--- src/rtl/sdram_port_arbiter_if.sv ---
// Bundle of the wishbone-port side and controller side of the SDRAM port arbiter.
// slave is the arbiter's view; master is the view of whatever drives the ports and controller.
interface sdram_port_arbiter_if #(
    parameter int NUM_PORTS = 2
);
    logic [NUM_PORTS-1:0]    acc_i;
    logic [NUM_PORTS-1:0]    we_i;
    logic [32*NUM_PORTS-1:0] adr_i;
    logic [16*NUM_PORTS-1:0] dat_i;
    logic [2*NUM_PORTS-1:0]  sel_i;
    logic [NUM_PORTS-1:0]    ack_o;
    logic [15:0]             dat_o;
    logic [NUM_PORTS-1:0]    grant_o;

    logic        ctrl_acc_o;
    logic        ctrl_we_o;
    logic [31:0] ctrl_adr_o;
    logic [15:0] ctrl_dat_o;
    logic [1:0]  ctrl_sel_o;
    logic        ctrl_ack_i;
    logic [15:0] ctrl_dat_i;

    modport slave (
        input  acc_i, we_i, adr_i, dat_i, sel_i, ctrl_ack_i, ctrl_dat_i,
        output ack_o, dat_o, grant_o, ctrl_acc_o, ctrl_we_o, ctrl_adr_o, ctrl_dat_o, ctrl_sel_o
    );

    modport master (
        output acc_i, we_i, adr_i, dat_i, sel_i, ctrl_ack_i, ctrl_dat_i,
        input  ack_o, dat_o, grant_o, ctrl_acc_o, ctrl_we_o, ctrl_adr_o, ctrl_dat_o, ctrl_sel_o
    );
endinterface

--- src/rtl/sdram_port_arbiter.sv ---
// Grants the SDRAM controller's access interface to one wishbone port at a time, holding the
// grant across short refill gaps. Define ARB_ROUND_ROBIN_EN for round-robin, else fixed priority.
module sdram_port_arbiter #(
    parameter int NUM_PORTS   = 2,
    parameter int HOLD_CYCLES = 4
) (
    input  logic                 sdram_clk,
    input  logic                 sdram_rst,
    sdram_port_arbiter_if.slave  bus
);
    localparam int IDX_W = (NUM_PORTS > 1) ? $clog2(NUM_PORTS) : 1;
    localparam logic [IDX_W-1:0] LAST_RST  = IDX_W'(NUM_PORTS - 1);
    localparam logic [3:0]       HOLD_LOAD = (HOLD_CYCLES > 0) ? 4'(HOLD_CYCLES - 1) : 4'd0;

    typedef enum logic [1:0] {
        IDLE,
        GRANTED,
        HOLD
    } state_e;

    state_e           state_q, state_d;
    logic [IDX_W-1:0] grant_q, grant_d;
    logic [IDX_W-1:0] last_q, last_d;
    logic [3:0]       cnt_q, cnt_d;

    logic             winner_found;
    logic [IDX_W-1:0] winner;
    logic             owner_req;

    // NOTE: every variable assigned in an always_comb gets a default first, so no path leaves it
    // unassigned and no latch is inferred.
    always_comb begin
        winner_found = 1'b0;
        winner       = '0;
`ifdef ARB_ROUND_ROBIN_EN
        for (int i = 1; i <= NUM_PORTS; i++) begin
            if (!winner_found && bus.acc_i[(int'(last_q) + i) % NUM_PORTS]) begin
                winner_found = 1'b1;
                winner       = IDX_W'((int'(last_q) + i) % NUM_PORTS);
            end
        end
`else
        for (int i = 0; i < NUM_PORTS; i++) begin
            if (!winner_found && bus.acc_i[i]) begin
                winner_found = 1'b1;
                winner       = IDX_W'(i);
            end
        end
`endif
    end

    assign owner_req = bus.acc_i[grant_q];

    always_comb begin
        state_d = state_q;
        grant_d = grant_q;
        last_d  = last_q;
        cnt_d   = cnt_q;
        unique case (state_q)
            IDLE: begin
                if (winner_found) begin
                    grant_d = winner;
                    state_d = GRANTED;
                end
            end
            GRANTED: begin
                if (!owner_req) begin
                    if (HOLD_CYCLES == 0) begin
                        state_d = IDLE;
                        last_d  = grant_q;
                    end else begin
                        cnt_d   = HOLD_LOAD;
                        state_d = HOLD;
                    end
                end
            end
            HOLD: begin
                // Owner reassertion resumes without rearbitration; others wait for IDLE.
                if (owner_req) begin
                    state_d = GRANTED;
                end else if (cnt_q == 4'd0) begin
                    state_d = IDLE;
                    last_d  = grant_q;
                end else begin
                    cnt_d = cnt_q - 4'd1;
                end
            end
            default: state_d = IDLE;
        endcase
    end

    // NOTE: sequential state uses non-blocking assignments so every flop samples pre-edge values.
    always_ff @(posedge sdram_clk) begin
        if (sdram_rst) begin
            state_q <= IDLE;
            grant_q <= '0;
            last_q  <= LAST_RST;
            cnt_q   <= '0;
        end else begin
            state_q <= state_d;
            grant_q <= grant_d;
            last_q  <= last_d;
            cnt_q   <= cnt_d;
        end
    end

    // Forwarding is combinational from the registered grant, so reassertion in HOLD costs no cycle.
    always_comb begin
        bus.ctrl_acc_o = 1'b0;
        bus.ctrl_we_o  = 1'b0;
        bus.ctrl_adr_o = '0;
        bus.ctrl_dat_o = '0;
        bus.ctrl_sel_o = '0;
        bus.ack_o      = '0;
        bus.grant_o    = '0;
        bus.dat_o      = bus.ctrl_dat_i;
        if (state_q != IDLE) begin
            bus.ctrl_acc_o       = owner_req;
            bus.ctrl_we_o        = bus.we_i[grant_q];
            bus.ctrl_adr_o       = bus.adr_i[32*int'(grant_q) +: 32];
            bus.ctrl_dat_o       = bus.dat_i[16*int'(grant_q) +: 16];
            bus.ctrl_sel_o       = bus.sel_i[2*int'(grant_q) +: 2];
            bus.ack_o[grant_q]   = bus.ctrl_ack_i;
            bus.grant_o[grant_q] = 1'b1;
        end
    end
endmodule

--- src/flat_wrapper.sv ---
// flat-port wrapper written by rule: the top's interface ports become plain ports
module sdram_port_arbiter_flat 
#(
    parameter int NUM_PORTS   = 2,
    parameter int HOLD_CYCLES = 4
)
  (sdram_clk, sdram_rst, bus_acc_i, bus_we_i, bus_adr_i, bus_dat_i, bus_sel_i, bus_ctrl_ack_i, bus_ctrl_dat_i, bus_ack_o, bus_dat_o, bus_grant_o, bus_ctrl_acc_o, bus_ctrl_we_o, bus_ctrl_adr_o, bus_ctrl_dat_o, bus_ctrl_sel_o);
  sdram_port_arbiter_if #(.NUM_PORTS(NUM_PORTS)) bus_i ();
  input  logic sdram_clk;
  input  logic sdram_rst;
  input wire logic [$bits(bus_i.acc_i)-1:0] bus_acc_i;
  input wire logic [$bits(bus_i.we_i)-1:0] bus_we_i;
  input wire logic [$bits(bus_i.adr_i)-1:0] bus_adr_i;
  input wire logic [$bits(bus_i.dat_i)-1:0] bus_dat_i;
  input wire logic [$bits(bus_i.sel_i)-1:0] bus_sel_i;
  input wire logic [$bits(bus_i.ctrl_ack_i)-1:0] bus_ctrl_ack_i;
  input wire logic [$bits(bus_i.ctrl_dat_i)-1:0] bus_ctrl_dat_i;
  output wire logic [$bits(bus_i.ack_o)-1:0] bus_ack_o;
  output wire logic [$bits(bus_i.dat_o)-1:0] bus_dat_o;
  output wire logic [$bits(bus_i.grant_o)-1:0] bus_grant_o;
  output wire logic [$bits(bus_i.ctrl_acc_o)-1:0] bus_ctrl_acc_o;
  output wire logic [$bits(bus_i.ctrl_we_o)-1:0] bus_ctrl_we_o;
  output wire logic [$bits(bus_i.ctrl_adr_o)-1:0] bus_ctrl_adr_o;
  output wire logic [$bits(bus_i.ctrl_dat_o)-1:0] bus_ctrl_dat_o;
  output wire logic [$bits(bus_i.ctrl_sel_o)-1:0] bus_ctrl_sel_o;
  assign bus_i.acc_i = bus_acc_i;
  assign bus_i.we_i = bus_we_i;
  assign bus_i.adr_i = bus_adr_i;
  assign bus_i.dat_i = bus_dat_i;
  assign bus_i.sel_i = bus_sel_i;
  assign bus_i.ctrl_ack_i = bus_ctrl_ack_i;
  assign bus_i.ctrl_dat_i = bus_ctrl_dat_i;
  assign bus_ack_o = bus_i.ack_o;
  assign bus_dat_o = bus_i.dat_o;
  assign bus_grant_o = bus_i.grant_o;
  assign bus_ctrl_acc_o = bus_i.ctrl_acc_o;
  assign bus_ctrl_we_o = bus_i.ctrl_we_o;
  assign bus_ctrl_adr_o = bus_i.ctrl_adr_o;
  assign bus_ctrl_dat_o = bus_i.ctrl_dat_o;
  assign bus_ctrl_sel_o = bus_i.ctrl_sel_o;
  sdram_port_arbiter #(.NUM_PORTS(NUM_PORTS), .HOLD_CYCLES(HOLD_CYCLES)) u_core (.sdram_clk(sdram_clk), .sdram_rst(sdram_rst), .bus(bus_i));
endmodule
--- config.mk ---
export PLATFORM = sky130hd
export DESIGN_NAME = sdram_port_arbiter_flat
export DESIGN_NICKNAME = d
export VERILOG_FILES = /design/src/rtl/sdram_port_arbiter_if.sv /design/src/rtl/sdram_port_arbiter.sv /design/src/flat_wrapper.sv
export SDC_FILE = /design/constraint.sdc
export NUM_CORES = 1
export LEC_CHECK = 0
export ABC_AREA = 1
export BUFFER_PORTS_ARGS = -buffer_cell sky130_fd_sc_hd__buf_2
export CORE_AREA = 2 2 75 77
export DETAILED_ROUTE_END_ITERATION = 12
export DIE_AREA = 0 0 77 79
export PLACE_DENSITY = 0.72
export SYNTH_ARGS = -nofsm -noshare
export SYNTH_HDL_FRONTEND = slang
export SYNTH_SLANG_ARGS = --single-unit
--- constraint.sdc ---
create_clock -name sdram_clk -period 2 [get_ports sdram_clk]
set_clock_uncertainty 0.05 [all_clocks]
set_input_delay 0.3 -clock sdram_clk [delete_from_list [all_inputs] [get_ports sdram_clk]]
set_output_delay 0.3 -clock sdram_clk [all_outputs]
set_load 0.01 [all_outputs]
After elaboration in Yosys (flattened, before gate mapping)
Index checks and enable logic that the tools add are counted.

Word-level logic and storage cells: 52. Input bits: 123. Register bits after elaboration: 7. Output and inout bits: 72.

Reductions and logical operators: 10. Equality and inequality tests: 7. Bitwise operators: 1. Shift-type cells: 3. Multiplexer cells: 25. Order comparisons: 2. $add $sub $neg: 1.

Operators with widths (count): 64-bit by 7-bit variable part select with 32-bit output (1); 32-bit two-way mux (1); 32-bit by 6-bit variable part select with 16-bit output (1); 16-bit two-way mux (1); 2-bit two-way mux (7); 4-bit two-way mux (3); 1-bit two-way mux (10); 4-bit case mux with 2 select lines (1); 2-bit inequality test, second input constant (3); 2-bit case mux with 3 select lines (1); 4-bit logical NOT (1); 4-bit AND reduction (1); 2-bit nonzero test (2); 4-bit by 3-bit variable part select with 2-bit output (1); 4-bit by 1-bit subtractor with 4-bit output, second input constant (1); 3-bit by 1-bit inequality test with 1-bit output, second input constant (1); 3-bit AND reduction (1); 2-bit bitwise AND (1); 2-bit by 1-bit equality test with 1-bit output, second input constant (1); 2-bit equality test, second input constant (1); 1-bit logical AND (2); 2-bit logical NOT (1); 1-bit by 2-bit < comparator with 1-bit output, second input constant (1); 2-bit by 1-bit inequality test with 1-bit output, second input constant (1); 4 further kinds (4).

Logic depth before layout (Yosys ltp)
Word-level depth: 6. Gate-level depth with buffers: 8.

Worst setup path after synthesis
Ideal clock, no wire load.

Path type: flip-flop to output port. From: reg u_core.grant_q. To: out bus_ctrl_dat_o[10]. Cell stages (with the launch flop): 5. Data arrival time: 1.070 ns. Buffers on the path: 1. Setup slack: 0.580 ns. Cells stage by stage: dfxtp_1 -> inv_2 -> nor2_4 -> buf_6 -> a22o_1.

Word-level cells in the longest chain between the ends: 2.

RTL lines: start, declared (RTL line sdram_port_arbiter.sv:22) `logic [IDX_W-1:0] grant_q, grant_d;`; start signal, assigned (RTL line sdram_port_arbiter.sv:101) `grant_q <= grant_d;`; 32-bit by 6-bit variable part select with 16-bit output (RTL line sdram_port_arbiter.sv:121) `bus.ctrl_dat_o = bus.dat_i[16*int'(grant_q) +: 16];`; 16-bit two-way mux (RTL line sdram_port_arbiter.sv:117) `if (state_q != IDLE) begin`; end, declared (RTL line flat_wrapper.sv:24) `output wire logic [$bits(bus_i.ctrl_dat_o)-1:0] bus_ctrl_dat_o;`.

Every way passes these cells.

Final worst setup path
From: reg u_core.grant_q. To: out bus_ctrl_dat_o[8].

The elaborated chain is that of the path after synthesis.

==> implementation parameters <==
Parameter                              Value

Timing
  Worst slew margin relative to its limit    between 70 and 80%
  Highest attainable clock frequency    between 0.5 and 0.6 GHz
  Clock period minus final worst setup slack    1890 ps
  Slew Viols, Final    0
  Sum of negative setup slack    0 ps
  Fin crit share    94.4%
  Final Hold Viols    0
  Slew @ Worst Pin    about 310 ps
  Final Setup Violations    0
  Unrepaired setup endpoints after global routing    no

Clock network
  Worst-skew pair later-pin latency    230 ps
  Clock transition time at the flip-flop clock pins of the worst setup and hold paths    about 40 ps
  Clock tree root driver cell    sky130_fd_sc_hd__clkbuf_8
  Maximum count of clock buffers along a single path    2
  CTS hold repair buffers    0
  Number of buffers added for setup after CTS    0
  Num Clock Sinks    7
  Number of buffers created by CTS    3
  TritonCTS clock tree    done
  Max H-tree Level    1
  Number of gates given a new drive strength after cts    0

Layout
  Layout Area Growth over Synthesis    65.5%
  Post-route insts no fill    roughly 360
  Layout Nets    approximately 420
  Commonest non-fill, non-tap cell in the layout    sky130_fd_sc_hd__buf_2
  Ant diodes    0
  Layout cells sized above 1    62.4%
  Commonest cells after routing, fill and taps aside    162 x sky130_fd_sc_hd__buf_2, 51 x sky130_fd_sc_hd__a22o_1, 14 x sky130_fd_sc_hd__inv_1

Floorplan
  Die outline area    between 6000 and 7000 um^2
  Floorplan die width    roughly 77 um
  Effective utilization at floorplan    a little over a fifth
  Ports placed on the boundary    between 150 and 200
  Number of rows created at floorplan    27
  Vertical extent of the die    just under 80 um
  Area of the core region    between 5000 and 6000 um^2

Status
  Result of the run    completed

GRT
  Vias in the first global route    1431
  Grt ovf    0
  Antenna violations before repair    1
  GRT Util Overall    between 10% and 20%
  Maximum number of pins on one net before global-route repair    31
  Global-route wire length before repair    approximately 6.4 mm

Power
  Power density over the cells    576 nW/um^2
  Lkg Pwr    1.14 nW
  Worst IR Drop VDD    between 400 and 500 uV

Worst hold path
  Hold/Removal Path Class    input pin to register

Setup path
  Classification of the worst setup path    register to primary output
  Critical path cell sequence    inv_2, nor2_4, buf_4, a22o_1, buf_2
  Endpoint arrival time on the critical path    approximately 1500 ps
  Critical Path Fanout Max    30
  Critical path capture point type    primary output
  Slowest cell delay on critical path    450 ps
  Kind of start point of the critical path    register
  Data required time at the worst endpoint    1650 ps
  Cell type of the slowest stage on the worst timing path    sky130_fd_sc_hd__dfxtp_1

Synthesis
  Top-area cell type share of the netlist area    between 30% and 40%
  Sequential element share of the synthesized area    12.3%
  Synthesis-stage register bit count    7
  Average cell area after synthesis    7.77 um^2
  Net count after synthesis    270
  Synth Instances    146
  Number of warning messages in the yosys log    0
  Combined area of all synthesized cells    1130 um^2
  Largest cells by area after synthesis    sky130_fd_sc_hd__a22o_1 39%, sky130_fd_sc_hd__dfxtp_1 12%, sky130_fd_sc_hd__buf_4 11%
  Netlist cell types    23
  Cell accounting for the most synthesized area    sky130_fd_sc_hd__a22o_1

Detailed routing
  Overall routed net length    4.38 mm
  Vias/cell    between 4 and 5
  # DRC    0
  Count of TritonRoute iterations in the first routing pass    4
  Post-detailed-route count of antenna-violating nets    0
  Drt initial violations    33
  Number of vias after detailed routing    1627
  Wire length per cell after detailed routing    ~12 um

Placed design
  Final weighted congestion in routability-driven placement    between 0.8 and 0.9
  Post-Place Cells    358
  Number of input and output port buffers inserted    162
  Detailed placement HPWL    3.55 mm

Job
  Max-Cap Viols    0
==> cell usage after synthesis (all sizes together) <==
master,instances
ha,1
a21oi,3
nor3,2
buf,26
nand4,1
inv,16
a211oi,1
a21boi,1
nand2,15
or2,1
a22o,51
nor2,12
o21ai,5
o211ai,1
nand3,3
dfxtp,7
==> per-layer routing <==
layer / GRT usage (%) / part of all wire, % / vias to the layer above
met5: 0 / 0.16 / -
met4: 3.75 / 1.1 / 2
li1: - / - / 809
met1: 14.6 / 39 / 712
met3: 4.55 / 11 / 8
met2: 22.5 / 49 / 96
==> path summary, 6_finish.rpt <==
kind	start	endpoint	slack (ps)	depth (start not counted)
max	u_core.grant_q	bus_ctrl_dat_o[8]	110	5
max reg2reg	u_core.cnt_q[0]	u_core.cnt_q[2]	720	6
min	sdram_rst	u_core.grant_q	220	2
min reg2reg	u_core.cnt_q[1]	u_core.cnt_q[1]	430	2
==> through the flow <==
stage                     setup slack, ps  area [um^2]  util (%)  total power, W  hold slack (ps)
after detailed placement              358         1830      34.3        0.000888              432
final                                 111         1880      35.2         0.00108              217
after global routing                 1.80         1880      35.2         0.00117              223
after global placement                385         1830      34.3        0.000873              423
after CTS                             102         1880      35.2         0.00109              215
after floorplan                       580         1130         -        0.000666              322
==> state kept, by name, indices dropped and copies added (netlist names) <==
| name | count |
|---|---|
| u_core.grant_q | 1 |
| u_core.state_q | 2 |
| u_core.cnt_q | 4 |
==> kinds of logic (layout without fill, tap and decap cells) <==
| family | after synthesis | count (layout) | share of synthesized area [%] |
|---|---|---|---|
| AO/OA/AOI/OAI | 62 | 62 | 45.2 |
| flip-flops | 7 | 7 | 12.3 |
| adder cells (fa/ha/maj) | 1 | 1 | 1.10 |
| buffers and inverters | 42 | 186 | 25.8 |
| AND/OR/NAND/NOR | 34 | 34 | 15.5 |
==> where the power goes <==
group          switching [W]  internal [W]
combinational       0.000362      0.000346
clock              0.0000618      0.000138
sequential         0.0000159      0.000158
==> cell type report <==
| type | instances | area (um^2) |
|---|---|---|
| repair buffers | 166 | 841 |
| inverters | 16 | 60.1 |
| multi-input cells | 97 | 702 |
| well taps | 72 | 90.1 |
| flip-flops and latches | 7 | 140 |
| clock buffers | 4 | 45.0 |
| fillers | 585 | 3460 |
==> critical path: cells and delay by family, from the launching register on <==
kind | cells | cell delay (ps)
flops | 1 | 450
compound gates | 1 | 190
simple gates | 1 | 110
buf+inv | 3 | 540
Note: power is estimated with default switching activity, not from simulation.
